### src/rtl/axis_spi_arbiter_pkg.sv
// Shared types and helpers for the AXI-Stream SPI write arbiter family.
package axis_spi_pkg;

  typedef enum logic [1:0] {
    IDLE = 2'd0,
    SEND = 2'd1,
    HOLD = 2'd2
  } state_t;

  localparam int SCLK_DIV   = 16;
  localparam int AXIS_WIDTH = 32;

  // Bus ownership window after the serializer accepts a word: frame plus one spare SCLK period plus guard gap.
  function automatic int hold_cycles(input int width, input int gap);
    return (width + 1) * SCLK_DIV + gap;
  endfunction

  function automatic int clog2(input int value);
    int r;
    r = 0;
    for (int i = 0; i < 31; i++) begin
      if ((1 << i) < value) r = i + 1;
    end
    return r;
  endfunction

endpackage

### src/rtl/axis_spi_arbiter_if.sv
// Requester/serializer handshake bundle for axis_spi_arbiter; master is the arbiter's view.
interface axis_spi_arbiter_if #(
  parameter int NUM_PORTS = 4
);
  import axis_spi_pkg::*;

  localparam int SEL_W = clog2(NUM_PORTS);

  logic [NUM_PORTS*AXIS_WIDTH-1:0] s_axis_tdata;
  logic [NUM_PORTS-1:0]            s_axis_tvalid;
  logic [NUM_PORTS-1:0]            s_axis_tready;
  logic [AXIS_WIDTH-1:0]           m_axis_tdata;
  logic                            m_axis_tvalid;
  logic                            m_axis_tready;
  logic [SEL_W-1:0]                sel;
  logic                            busy;

  modport master (
    input  s_axis_tdata, s_axis_tvalid, m_axis_tready,
    output s_axis_tready, m_axis_tdata, m_axis_tvalid, sel, busy
  );

  modport slave (
    output s_axis_tdata, s_axis_tvalid, m_axis_tready,
    input  s_axis_tready, m_axis_tdata, m_axis_tvalid, sel, busy
  );

endinterface

### src/rtl/axis_spi_arbiter_rr.sv
// Combinational round-robin pick: the requesting index closest after ptr (wrapping) wins.
module rr_priority_pick #(
  parameter int N = 4,
  parameter int W = 2
) (
  input  logic [N-1:0] req,
  input  logic [W-1:0] ptr,
  output logic [W-1:0] idx,
  output logic         any
);

  // Smallest forward distance from ptr wins; ptr itself is the farthest candidate.
  always_comb begin
    int best;
    idx  = '0;
    best = N;
    for (int i = 0; i < N; i++) begin
      if (req[i] && (((i - int'(ptr) - 1 + 2 * N) % N) < best)) begin
        best = (i - int'(ptr) - 1 + 2 * N) % N;
        idx  = W'(i);
      end
    end
  end

  assign any = |req;

endmodule

### src/rtl/axis_spi_arbiter.sv
// Round-robin arbiter sharing one SPI serializer among NUM_PORTS AXI-Stream writers, one word per grant.
module axis_spi_arbiter
  import axis_spi_pkg::*;
#(
  parameter int NUM_PORTS      = 4,
  parameter int SPI_DATA_WIDTH = 16,
  parameter int GAP_CYCLES     = 32
) (
  input logic              aclk,
  input logic              areset,
  axis_spi_arbiter_if.master bus
);

  localparam int SEL_W       = clog2(NUM_PORTS);
  localparam int HOLD_CYCLES = hold_cycles(SPI_DATA_WIDTH, GAP_CYCLES);
  localparam int CNT_W       = clog2(HOLD_CYCLES + 1);
  localparam logic [CNT_W-1:0] CNT_LAST = CNT_W'(HOLD_CYCLES - 1);

  state_t           state;
  logic [SEL_W-1:0] rr_ptr;
  logic [SEL_W-1:0] winner;
  logic             any_req;
  logic [CNT_W-1:0] cnt;

  rr_priority_pick #(.N(NUM_PORTS), .W(SEL_W)) u_pick (
    .req (bus.s_axis_tvalid),
    .ptr (rr_ptr),
    .idx (winner),
    .any (any_req)
  );

  // Reset aborts any frame in flight; the pointer starts at the last port so port 0 wins first.
  always_ff @(posedge aclk or posedge areset) begin
    if (areset) begin
      state             <= IDLE;
      rr_ptr            <= SEL_W'(NUM_PORTS - 1);
      cnt               <= '0;
      bus.s_axis_tready <= '0;
      bus.m_axis_tvalid <= 1'b0;
      bus.m_axis_tdata  <= '0;
      bus.sel           <= '0;
      bus.busy          <= 1'b0;
    end else begin
      bus.s_axis_tready <= '0;
      case (state)
        IDLE: begin
          if (any_req) begin
            bus.m_axis_tdata          <= bus.s_axis_tdata[int'(winner)*AXIS_WIDTH +: AXIS_WIDTH];
            bus.s_axis_tready[winner] <= 1'b1;
            bus.m_axis_tvalid         <= 1'b1;
            bus.sel                   <= winner;
            bus.busy                  <= 1'b1;
            rr_ptr                    <= winner;
            state                     <= SEND;
          end
        end
        SEND: begin
          if (bus.m_axis_tready) begin
            bus.m_axis_tvalid <= 1'b0;
            cnt               <= '0;
            state             <= HOLD;
          end
        end
        HOLD: begin
          // The serializer is still shifting; sel and the grant stay frozen until the gap expires.
          if (cnt == CNT_LAST) begin
            bus.busy <= 1'b0;
            state    <= IDLE;
          end else begin
            cnt <= cnt + CNT_W'(1);
          end
        end
        default: state <= IDLE;
      endcase
    end
  end

endmodule

### src/flat_wrapper.sv
// flat-port wrapper written by rule: the top's interface ports become plain ports
module axis_spi_arbiter_flat import axis_spi_pkg::*;
#(
  parameter int NUM_PORTS      = 4,
  parameter int SPI_DATA_WIDTH = 16,
  parameter int GAP_CYCLES     = 32
)
  (aclk, areset, bus_s_axis_tdata, bus_s_axis_tvalid, bus_m_axis_tready, bus_s_axis_tready, bus_m_axis_tdata, bus_m_axis_tvalid, bus_sel, bus_busy);
  axis_spi_arbiter_if #(.NUM_PORTS(NUM_PORTS)) bus_i ();
  input logic aclk;
  input logic areset;
  input wire logic [$bits(bus_i.s_axis_tdata)-1:0] bus_s_axis_tdata;
  input wire logic [$bits(bus_i.s_axis_tvalid)-1:0] bus_s_axis_tvalid;
  input wire logic [$bits(bus_i.m_axis_tready)-1:0] bus_m_axis_tready;
  output wire logic [$bits(bus_i.s_axis_tready)-1:0] bus_s_axis_tready;
  output wire logic [$bits(bus_i.m_axis_tdata)-1:0] bus_m_axis_tdata;
  output wire logic [$bits(bus_i.m_axis_tvalid)-1:0] bus_m_axis_tvalid;
  output wire logic [$bits(bus_i.sel)-1:0] bus_sel;
  output wire logic [$bits(bus_i.busy)-1:0] bus_busy;
  assign bus_i.s_axis_tdata = bus_s_axis_tdata;
  assign bus_i.s_axis_tvalid = bus_s_axis_tvalid;
  assign bus_i.m_axis_tready = bus_m_axis_tready;
  assign bus_s_axis_tready = bus_i.s_axis_tready;
  assign bus_m_axis_tdata = bus_i.m_axis_tdata;
  assign bus_m_axis_tvalid = bus_i.m_axis_tvalid;
  assign bus_sel = bus_i.sel;
  assign bus_busy = bus_i.busy;
  axis_spi_arbiter #(.NUM_PORTS(NUM_PORTS), .SPI_DATA_WIDTH(SPI_DATA_WIDTH), .GAP_CYCLES(GAP_CYCLES)) u_core (.aclk(aclk), .areset(areset), .bus(bus_i));
endmodule
### config.mk
export PLATFORM = sky130hd
export DESIGN_NAME = axis_spi_arbiter_flat
export DESIGN_NICKNAME = d
export VERILOG_FILES = /design/src/rtl/axis_spi_arbiter_pkg.sv /design/src/rtl/axis_spi_arbiter_if.sv /design/src/rtl/axis_spi_arbiter_rr.sv /design/src/rtl/axis_spi_arbiter.sv /design/src/flat_wrapper.sv
export SDC_FILE = /design/constraint.sdc
export NUM_CORES = 1
export LEC_CHECK = 0
export ABC_CLOCK_PERIOD_IN_PS = 12100
export CAP_MARGIN = 15
export CORE_ASPECT_RATIO = 1.1
export CORE_MARGIN = 1.5
export CORE_UTILIZATION = 33
export CTS_CLUSTER_SIZE = 30
export DETAILED_ROUTE_END_ITERATION = 10
export DONT_BUFFER_PORTS = 1
export SLEW_MARGIN = 10
export SYNTH_ARGS = -nofsm -noshare
export SYNTH_HDL_FRONTEND = slang
export SYNTH_SLANG_ARGS = --single-unit
export TNS_END_PERCENT = 50
### constraint.sdc
create_clock -name aclk -period 12.1 [get_ports aclk]
set_input_delay 1.21 -clock aclk [delete_from_list [all_inputs] [get_ports aclk]]
set_output_delay 1.21 -clock aclk [all_outputs]
set_load 0.05 [all_outputs]
## Word level (Yosys, flattened, before mapping)

Index checks and enable logic that the tools add are counted.

- Register bits after elaboration: 53
- Input port bits: 135
- Output and inout port bits: 40
- Logic and storage cells: 80

- Add/sub/neg operators: 13
- Order comparisons: 6
- Equal/unequal tests: 7
- Shift-type cells: 1
- Multiplexer cells: 22
- Bitwise logic cells: 4
- Reduce and logical (&&, ||, !) cells: 19

Operator list:

| kind | number |
|---|---|
| 128-bit by 8-bit variable part select with 32-bit output | 1 |
| 3-bit by 32-bit < comparator with 1-bit output | 3 |
| 32-bit two-way mux | 3 |
| 4-bit by 5-bit adder with 6-bit output (second input constant) | 4 |
| 9-bit two-way mux | 2 |
| 9-bit case mux with 2 select lines | 1 |
| 3-bit by 2-bit subtractor with 4-bit output (second input constant) | 4 |
| 3-bit AND reduction | 4 |
| 2-bit two-way mux | 5 |
| 9-bit by 1-bit adder with 9-bit output (second input constant) | 1 |
| 9-bit equality test (second input constant) | 1 |
| 4-bit two-way mux | 2 |
| 2-bit OR reduction | 4 |
| 2-bit case mux with 3 select lines | 1 |
| 2-bit nonzero test | 3 |
| 1-bit by 2-bit subtractor with 3-bit output (first input constant) | 2 |
| 2-bit by 2-bit subtractor with 3-bit output (first input constant) | 2 |
| 1-bit logical AND | 5 |
| 1-bit two-way mux | 5 |
| 1-bit bitwise AND | 4 |
| 3-bit by 4-bit < comparator with 1-bit output (second input constant) | 1 |
| 2-bit by 1-bit inequality test with 1-bit output (second input constant) | 2 |
| 2-bit inequality test (second input constant) | 2 |
| 1-bit case mux with 2 select lines | 2 |
| 8 further kinds | 8 |

## Logic depth before layout (Yosys ltp)

Gate-level depths: netlist (run 1).

- Depth in word-level cells: 23
- Gate-level depth with buffers: 21
- Depth with buffers taken out: 17

## Cells and area by module

A second synthesis (run 1) with hierarchy kept.

- Cells, all modules: 304
- Area, all modules: 3196.8 um2

Modules (own cells, without submodules):

| module | times used | cells each | area an instance (um2) | sequential area each (um2) |
|---|---|---|---|---|
| axis_spi_arbiter | 1 | 271 | 2925.3 | 1328.8 |
| rr_priority_pick | 1 | 33 | 271.5 | 0.0 |

## Least setup slack after synthesis (run 1)

Ideal clock, no wire load.

- Kind: input port to flip-flop
- From: input bus_s_axis_tvalid[1]
- To: register u_core.bus.m_axis_tdata[12]
- Library setup time: 73 ps
- Arrival: 4479 ps
- Required time: 12027 ps
- Path slack: 7548 ps
- Stages on the path: 20
- Cells stage by stage: buf_2 > mux2i_1 > nor2_1 > a31oi_1 > ha_1 > and4bb_1 > o21ai_2 > and2_1 > buf_2 > clkbuf_1 > o21ai_0 > ha_1 > o22a_1 > o41ai_1 > and2_1 > mux2_4 > buf_6 > buf_6 > a311o_1 > a21oi_2

- Word-level cells in the longest chain between the ends: 9
- Elaborated cells on any way between the ends: 13
- Those cells by class: order compare: 2; shift: 1; mux: 5; reduce/logical: 5

RTL lines:

| item | RTL line | RTL |
|---|---|---|
| start, declared | flat_wrapper.sv:13 | `input wire logic [$bits(bus_i.s_axis_tvalid)-1:0] bus_s_axis_tvalid;` |
| 1-bit logical AND | axis_spi_arbiter_rr.sv:18 | `if (req[i] && (((i - int'(ptr) - 1 + 2 * N) % N) < best)) begin` |
| 32-bit two-way mux | axis_spi_arbiter_rr.sv:18 |  |
| 3-bit by 32-bit < comparator with 1-bit output | axis_spi_arbiter_rr.sv:18 |  |
| 1-bit logical AND | axis_spi_arbiter_rr.sv:18 |  |
| 32-bit two-way mux | axis_spi_arbiter_rr.sv:18 |  |
| 3-bit by 32-bit < comparator with 1-bit output | axis_spi_arbiter_rr.sv:18 |  |
| 1-bit logical AND | axis_spi_arbiter_rr.sv:18 |  |
| 2-bit two-way mux | axis_spi_arbiter_rr.sv:18 |  |
| 128-bit by 8-bit variable part select with 32-bit output | axis_spi_arbiter.sv:48 | `bus.m_axis_tdata <= bus.s_axis_tdata[int'(winner)*AXIS_WIDTH +: AXIS_WIDTH];` |
| end signal, assigned | axis_spi_arbiter.sv:48 |  |
| end, declared | axis_spi_arbiter_if.sv:20 | `output s_axis_tready, m_axis_tdata, m_axis_tvalid, sel, busy` |

Parallel ways exist; a longest one is shown, timed or not.
A chain may end at the register's enable or synchronous reset.

## Final worst setup path (run 1)

- From: register u_core.rr_ptr[0]
- To: register u_core.bus.m_axis_tdata[14]

- Word-level cells in the longest chain between the ends: 18
- Elaborated cells on any way between the ends: 35
- Those cells by class: add/sub: 12; order compare: 4; shift: 1; mux: 6; bitwise: 4; reduce/logical: 8

RTL lines:

| item | RTL line | RTL |
|---|---|---|
| start, declared | axis_spi_arbiter.sv:20 | `logic [SEL_W-1:0] rr_ptr;` |
| start signal, assigned | axis_spi_arbiter.sv:36 | `rr_ptr <= SEL_W'(NUM_PORTS - 1);` |
| start signal, assigned | axis_spi_arbiter.sv:53 | `rr_ptr <= winner;` |
| 1-bit by 2-bit subtractor with 3-bit output | axis_spi_arbiter_rr.sv:18, axis_spi_arbiter_rr.sv:19 |  |
| 3-bit by 2-bit subtractor with 4-bit output | axis_spi_arbiter_rr.sv:19 | `best = (i - int'(ptr) - 1 + 2 * N) % N;` |
| 4-bit by 5-bit adder with 6-bit output | axis_spi_arbiter_rr.sv:19 |  |
| 2-bit OR reduction (no line) | n/a |  |
| 1-bit bitwise AND (no line) | n/a |  |
| 3-bit by 4-bit < comparator with 1-bit output | axis_spi_arbiter_rr.sv:18 |  |
| 1-bit logical AND | axis_spi_arbiter_rr.sv:18 |  |
| 32-bit two-way mux | axis_spi_arbiter_rr.sv:18 |  |
| (+2 left out) | n/a |  |
| 32-bit two-way mux | axis_spi_arbiter_rr.sv:18 |  |
| 3-bit by 32-bit < comparator with 1-bit output | axis_spi_arbiter_rr.sv:18 |  |
| 1-bit logical AND | axis_spi_arbiter_rr.sv:18 |  |
| 32-bit two-way mux | axis_spi_arbiter_rr.sv:18 |  |
| 3-bit by 32-bit < comparator with 1-bit output | axis_spi_arbiter_rr.sv:18 |  |
| 1-bit logical AND | axis_spi_arbiter_rr.sv:18 |  |
| 2-bit two-way mux * | axis_spi_arbiter_rr.sv:18 |  |
| 128-bit by 8-bit variable part select with 32-bit output * | axis_spi_arbiter.sv:48 |  |

Every way passes the cells marked *; elsewhere a longest branch is shown, timed or not.

==> results of run 1 <==
logic make-up after synthesis:
logic type                 Yosys count  share of synthesized area (%)
AOI/OAI and AO/OA                  124                           25.6
xor gates and xnor gates             9                           2.34
adders and majority gates            8                           2.97
buffers and inverters               38                           5.46
DFF                                 53                           39.4
muxes                               12                           3.75
other                                1                          0.111
and+or+nand+nor                    160                           20.3
final cells by class:
type	count	area (um^2)
inverter	11	41.3
clock buffer	5	68.8
clock inverter	3	17.5
multi-input combinational	314	1870
timing repair buffer	2	15.0
tap	120	150
sequential	53	1330
fill	1012	6390
routing by layer:
layer | part of all wire [%] | vias to the layer above | GRT usage (%)
li1 | - | 1399 | -
met1 | 38 | 1418 | 16.7
met2 | 50 | 142 | 27.8
met3 | 9.5 | 22 | 5.13
met4 | 2.3 | 0 | 6.14
met5 | 0 | - | 0
per-stage QoR:
step                cell area (um^2)  util, %  setup slack [ns]  hold WS [ns]  std cells
finish                          3490     35.3              7.18         0.527        508
detailed placement              3410     34.5              6.92         0.514        500
global placement                3410     34.5              7.10         0.502        500
CTS                             3490     35.3              7.13         0.530        508
floorplan                       3370        -              7.55         0.475        405
global route                    3490     35.3              6.80         0.569        508
power groups by stage:
stage	clock network (mW)	registers, mW	logic, mW
floorplan	0	0.526	0.637
global placement	0	0.553	0.701
detailed placement	0	0.554	0.726
CTS	0.108	0.549	0.726
global route	0.114	0.559	0.802
finish	0.100	0.549	0.718
worst max-delay path, stage by stage, from the launching register on:
cell and delay (ns):
dfstp_2 0.67, ha_1 0.32, nor2b_1 0.20, a31oi_1 0.25, ha_1 0.20, and4bb_1 0.22, o21ai_2 0.18, and2_2 0.77
o21ai_0 0.21, ha_1 0.26, o41ai_1 0.39, and2_1 0.20, mux2_4 0.51, a21oi_1 0.18, a21oi_2 0.21
sequential cells by signal, indices dropped and copies added, names as in the netlist:
register / count
u_core.bus.m_axis_tdata: 32
u_core.cnt: 9
u_core.bus.s_axis_tready: 4
u_core.bus.sel: 2
u_core.rr_ptr: 2
u_core.state: 2
u_core.bus.busy: 1
u_core.bus.m_axis_tvalid: 1
final timing paths:
| path | startpoint | endpoint | slack [ns] | depth (start not counted) |
|---|---|---|---|---|
| max | u_core.rr_ptr[0] | u_core.bus.m_axis_tdata[14] | 7.18 | 14 |
| min | u_core.rr_ptr[1] | u_core.rr_ptr[1] | 0.53 | 2 |
| max reg2reg | u_core.rr_ptr[0] | u_core.bus.m_axis_tdata[14] | 7.18 | 14 |
| min reg2reg | u_core.rr_ptr[1] | u_core.rr_ptr[1] | 0.53 | 2 |
| max in group asynchronous | areset | u_core.bus.m_axis_tdata[15] | 10.66 | 2 |
| min in group asynchronous | areset | u_core.bus.m_axis_tdata[2] | 0.96 | 2 |
placed cells by master (no fill, tap or decap), drive strengths merged, types with 2 or more instances in the layout:
cell type,synthesis,routed
xor2,4,4
nand2b,2,2
mux2i,10,10
nor4bb,2,2
o21ai,14,14
a311o,24,24
ha,8,8
nand3b,2,2
a21oi,59,59
xnor2,5,5
a221oi,8,8
clkinv,1,3
nor3,8,8
dfrtp,51,51
nor2,75,75
a31oi,3,3
or3,2,2
inv,10,10
and2,3,3
buf,14,2
a22oi,9,9
nand3,2,2
nand2,57,57
mux2,2,2
dfstp,2,2
clkbuf,13,5
==> results.md, run 1 <==
- Rows: 38
- Number of global-route vias before repair: 2618
- Most common cell in the netlist: nor2_1
- Most used DFF post-synth: dfrtp_1
- Setup Buffers After CTS: 0
- Die H: around 110 um
- Clock share of power: around 7.3%
- Vias: between 2000 and 3000
- Max-cap violations: 0
- NetSw: roughly 790 uW
- Pin count of the biggest net entering global routing: 57
- Post-synthesis cell count: approximately 410
- Top post-synthesis cells by area: dfrtp_1 38%, nor2_1 8.4%, a21oi_1 7.3%, a311o_1 7.1%, nand2_1 6.2%
- Setup crit end kind: flip-flop
- Number of buffers created by CTS: 5
- DRT antenna net count: 0
- Min-delay worst type: reg -> reg
- Clk Latency, worst-skew pair: around 0.31 ns
- DRC viols: 0
- Critical path arrival: around 5.2 ns
- GPL Wtd Cong: about 0.78
- Sequential Power Share: between 40% and 50%
- Post-synth top area cell: dfrtp_1
- Status: finished clean
- Worst Path Required: 12.34 ns
- Htree depth: 2
- Initial antenna violation count: 0
- Initial Util: approximately a third
- First-pass GRT wire length: 13000 um
- Routed length per placed instance: roughly 18 um
- Total power: about 1.4 mW
- P per Cell Area: between 300 and 400 nW/um^2
- Yosys top cell area share: 37.9%
- Nets@finish: 530
- Syn_area_per_cell: 8.32 um^2
- Slew @ Worst Pin: roughly 1.1 ns
- Netlist cell types: 48
- Minimum clock period: slightly below 5 ns
- Final hold vios: 0
- Final Cycle Share: about two fifths
- Logic pwr share: approximately 53%
- Vias per cell: around 6
- Total gr overflow: 0
- Top Ports: roughly 180
- Synth warn: 0
- Die area: ~11000 um^2
- Critical Path Fanout Max: 56
- First-pass detailed-route iteration total: 4
- EDFF count, synth: 0
- Number of diodes: 0
- Clock tree buffer depth: 2
- DP HPWL: ~6400 um
- Sinks on Clock Net: 53
- Sw Ratio: between 50 and 60%
- RSZ-0062 raised after global routing: no
- Layout cells sized above 1: about 8%
- Drt initial violations: 150
- Max Clk Rate: slightly above 200 MHz
- Async SR Flop Fraction: between 90% and 100%
- CTS tree: built
- GRT Total Usage: between 15 and 20%
- CTS Root Cell: clkbuf_8
- Crit Path Class: reg -> reg
- Maximum vdd drop: 162 uV
- Reg clk slew, reported paths: 0.10 ns
- Post-CTS Resized: 0
- Max-slew headroom at the worst pin: 24.4%
- Fin Clk Skew: around 0.0052 ns
- # port buffers: 0
- Post-CTS Hold Buffers: 0
- Setup Viol. Count Final: 0
- Total negative slack: 0 ns
- Startpoint class of the critical path: flip-flop
- Max Slew Vio Count: 0
- Leak: 1.44 nW
- Area Growth Syn to Fin: 3.67%
- Int Pwr: 579 uW
- Final WL: 9160 um
- Synthesized cell area: 3370 um^2
- Net Count, Synth: 548
- Post-synthesis sequential area ratio: around 39%
- Die X: roughly 99 um
- Core area: about 9900 um^2
- Synth Register Bits: 53
- Top cells by count, synth: 75 x nor2_1, 56 x nand2_1, 51 x dfrtp_1, 49 x a21oi_1, 24 x a311o_1
No activity file was read; power rests on OpenSTA's default activity.
==> run 2, diff against run 1 <==
--- a/config.mk
+++ b/config.mk
@@ -5,7 +5,8 @@
 export SDC_FILE = /design/constraint.sdc
 export NUM_CORES = 1
 export LEC_CHECK = 0
-export ABC_CLOCK_PERIOD_IN_PS = 12100
+export ABC_AREA = 1
+export ABC_CLOCK_PERIOD_IN_PS = 5100
 export CAP_MARGIN = 15
 export CORE_ASPECT_RATIO = 1.1
 export CORE_MARGIN = 1.5
==> constraint.sdc (replaced) <==
create_clock -name aclk -period 5.1 [get_ports aclk]
set_input_delay 0.51 -clock aclk [delete_from_list [all_inputs] [get_ports aclk]]
set_output_delay 0.51 -clock aclk [all_outputs]
set_load 0.05 [all_outputs]
==> run 2 against run 1 <==
  * Clock skew is 0.0020 ns higher
  * Worst setup slack lost 6.5 ns
  * Die area grew 8.4%
  * Critical path depth grew 11
  * Clock-buffer cell count unchanged
  * Maximum frequency rose by 12%
  * Wire length increased by 13%
  * Synthesized cell count increased by 39%
  * Sequential share of layout area is 4.4 points lower
  * Utilization is 1.1 points higher
  * Register-to-register slack got worse by 6.5 ns
  * Critical path type unchanged
  * Largest cell class unchanged
  * Largest power group unchanged
  * Highest routed layer unchanged
==> results.md, run 2 <==
- Number of global-route vias before repair: roughly 3200
- Post-synth top area cell: dfrtp_1
- Most used DFF post-synth: dfrtp_1
- First-pass GRT wire length: 16000 um
- Synthesized cell area: between 3000 and 4000 um^2
- Max-cap violations: 0
- First-pass detailed-route iteration total: 4
- Nets@finish: 695
- Routed length per placed instance: 14.7 um
- RSZ-0062 raised after global routing: no
- Top Ports: approximately 180
- Area Growth Syn to Fin: 7.99%
- Rows: 40
- Reg with most FFs: u_core.bus.m_axis_tdata
- Post-CTS Hold Buffers: 0
- Net Count, Synth: around 710
- Post-synthesis sequential area ratio: between 30% and 40%
- Reg2reg setup slack: between 0.7 and 0.8 ns
- Startpoint class of the critical path: flip-flop
- Max-slew headroom at the worst pin: between 50% and 60%
- Total negative slack: 0 ns
- Pre-CTS WS: between 0.7 and 0.8 ns
- Die H: 113 um
- Status: finished clean
- EDFF count, synth: 0
- Setup Viol. Count Final: 0
- Max Clk Rate: between 200 and 250 MHz
- Leak: around 2.1 nW
- DRC viols: 0
- Critical path arrival: about 4.6 ns
- Min-delay worst type: in -> async
- Number of diodes: 0
- Most frequent cells in the layout: 110 x nand3_1, 102 x nor2_1, 94 x nand2_1, 90 x inv_1, 51 x dfrtp_1
- Synth warn: 0
- Worst Path Required: about 5.3 ns
- Syn_area_per_cell: about 6.5 um^2
- Core area: 10900 um^2
- Number of buffers created by CTS: 5
- Htree depth: 2
- Total power: 3.43 mW
- DP HPWL: between 7000 and 8000 um
- Final WL: 10300 um
- Async SR Flop Fraction: 100%
- Post-synthesis cell count: approximately 560
- Minimum clock period: about 4.4 ns
- P per Cell Area: 868 nW/um^2
- Critical Path Fanout Max: 39
- Top cells by count, synth: 110 x nand3_1, 104 x nor2_1, 94 x nand2_1, 91 x inv_1, 51 x dfrtp_1
- Die area: roughly 12000 um^2
- Die X: a little over 100 um
- Vias: 3479
- Slew @ Worst Pin: ~0.72 ns
- Max Slew Vio Count: 0
- CTS tree: built
- GPL Wtd Cong: 0.808
- Reg clk slew, reported paths: 0.07 ns
- Initial Util: between 30% and 40%
- Netlist cell types: 30
- Layout cells sized above 1: about 7.2%
- Largest regs: u_core.bus.m_axis_tdata x32, u_core.cnt x9, u_core.bus.s_axis_tready x4
- Yosys top cell area share: a little over a third
- # port buffers: 0
- Clock tree buffer depth: 2
- Pin count of the biggest net entering global routing: 70
- Total gr overflow: 0
- Maximum vdd drop: 358 uV
- Drt initial violations: approximately 140
- CTS Root Cell: clkbuf_16
- Most common cell in the netlist: nand3_1
- Setup crit end kind: flip-flop
- Crit Path Class: reg -> reg
- GRT Total Usage: ~18%
- Clk Latency, worst-skew pair: slightly below 0.3 ns
- Top post-synthesis cells by area: dfrtp_1 35%, nand3_1 15%, nor2_1 11%, nand2_1 9.6%, inv_1 9.3%
- Vias per cell: ~5.0
- Post-route setup slack: approximately 0.72 ns
- Setup Buffers After CTS: 0
- Commonest non-fill, non-tap cell in the layout: nand3_1
- Max reg flops: 32
- Fin Clk Skew: around 0.0072 ns
- Final Cycle Share: 85.8%
- Synth Register Bits: 53
- Post-CTS Resized: 0
- Initial antenna violation count: 0
- Final hold vios: 0
- DRT antenna net count: 0
- Sinks on Clock Net: 53
## run 2: cell families (layout without fill, tap and decap cells)
group	Yosys count	in the layout	share of synthesized area, %
simple gates	346	346	42.1
buf+inv	124	113	14.2
flops	53	53	36.3
compound gates	31	31	4.37
fa+ha+maj	8	8	2.73
other cells	1	1	0.102
mux	1	1	0.273
## run 2: final cells by class
cell class | count | area (um^2)
inverter | 96 | 360
clock buffer | 5 | 125
sequential | 53 | 1330
clock inverter | 3 | 65.1
multi-input combinational | 387 | 1820
tap | 147 | 184
fill | 1224 | 6910
timing repair buffer | 9 | 67.6
## run 2: per-stage QoR
step	hold WS, ns	instance area [um^2]	cells	utilization [%]
finish	0.281	3960	700	36.4
global route	0.288	3960	700	36.4
CTS	0.287	3960	700	36.4
detailed placement	0.499	3760	692	34.7
global placement	0.485	3760	692	34.7
floorplan	0.474	3660	564	-
## run 2: path summary, 6_finish.rpt
check / startpoint / end / cells past startpoint
min: areset / u_core.bus.m_axis_tdata[2] / 2
max: u_core.rr_ptr[1] / u_core.bus.m_axis_tdata[16] / 25
min reg2reg: u_core.state[1] / u_core.state[0] / 1
max in group asynchronous: areset / u_core.bus.sel[0] / 2
max reg2reg: u_core.rr_ptr[1] / u_core.bus.m_axis_tdata[16] / 25
min in group aclk: bus_m_axis_tready / u_core.state[0] / 1
## run 2: report_power, final
part / internal, mW / switching, mW / leakage (nW)
clock network: 0.281 / 0.156 / 0.0938
registers: 0.609 / 0.687 / 0.629
logic: 0.553 / 1.15 / 1.35
total: 1.44 / 1.99 / 2.07
## run 2: critical path: stages (launching register included)
cell and delay (ns):
dfstp_2 0.54, inv_1 0.05, ha_1 0.31, inv_1 0.09, nor2_1 0.06, o21ai_1 0.34, o21ai_0 0.15, o21ai_0 0.14
ha_1 0.28, nand2_1 0.07, nand2_1 0.05, nand2_1 0.05, nand2_1 0.04, nand2_1 0.07, nand2_2 0.06, nand2_1 0.06
o21ai_0 0.08, ha_1 0.28, nand2_1 0.06, nand2_2 0.08, nand2_4 0.13, nand2_4 0.34, nand3_2 0.51, o21ai_0 0.32
nor2_1 0.07, nor2_1 0.08
## run 2: routing by layer
layer / track usage [%] / part of all wire [%] / vias to the layer above
met1: 22.4 / 42 / 1624
met2: 29.0 / 50 / 111
met4: 4.77 / 1.1 / 0
li1: - / - / 1736
met5: 0 / 0 / -
met3: 4.72 / 6.6 / 8
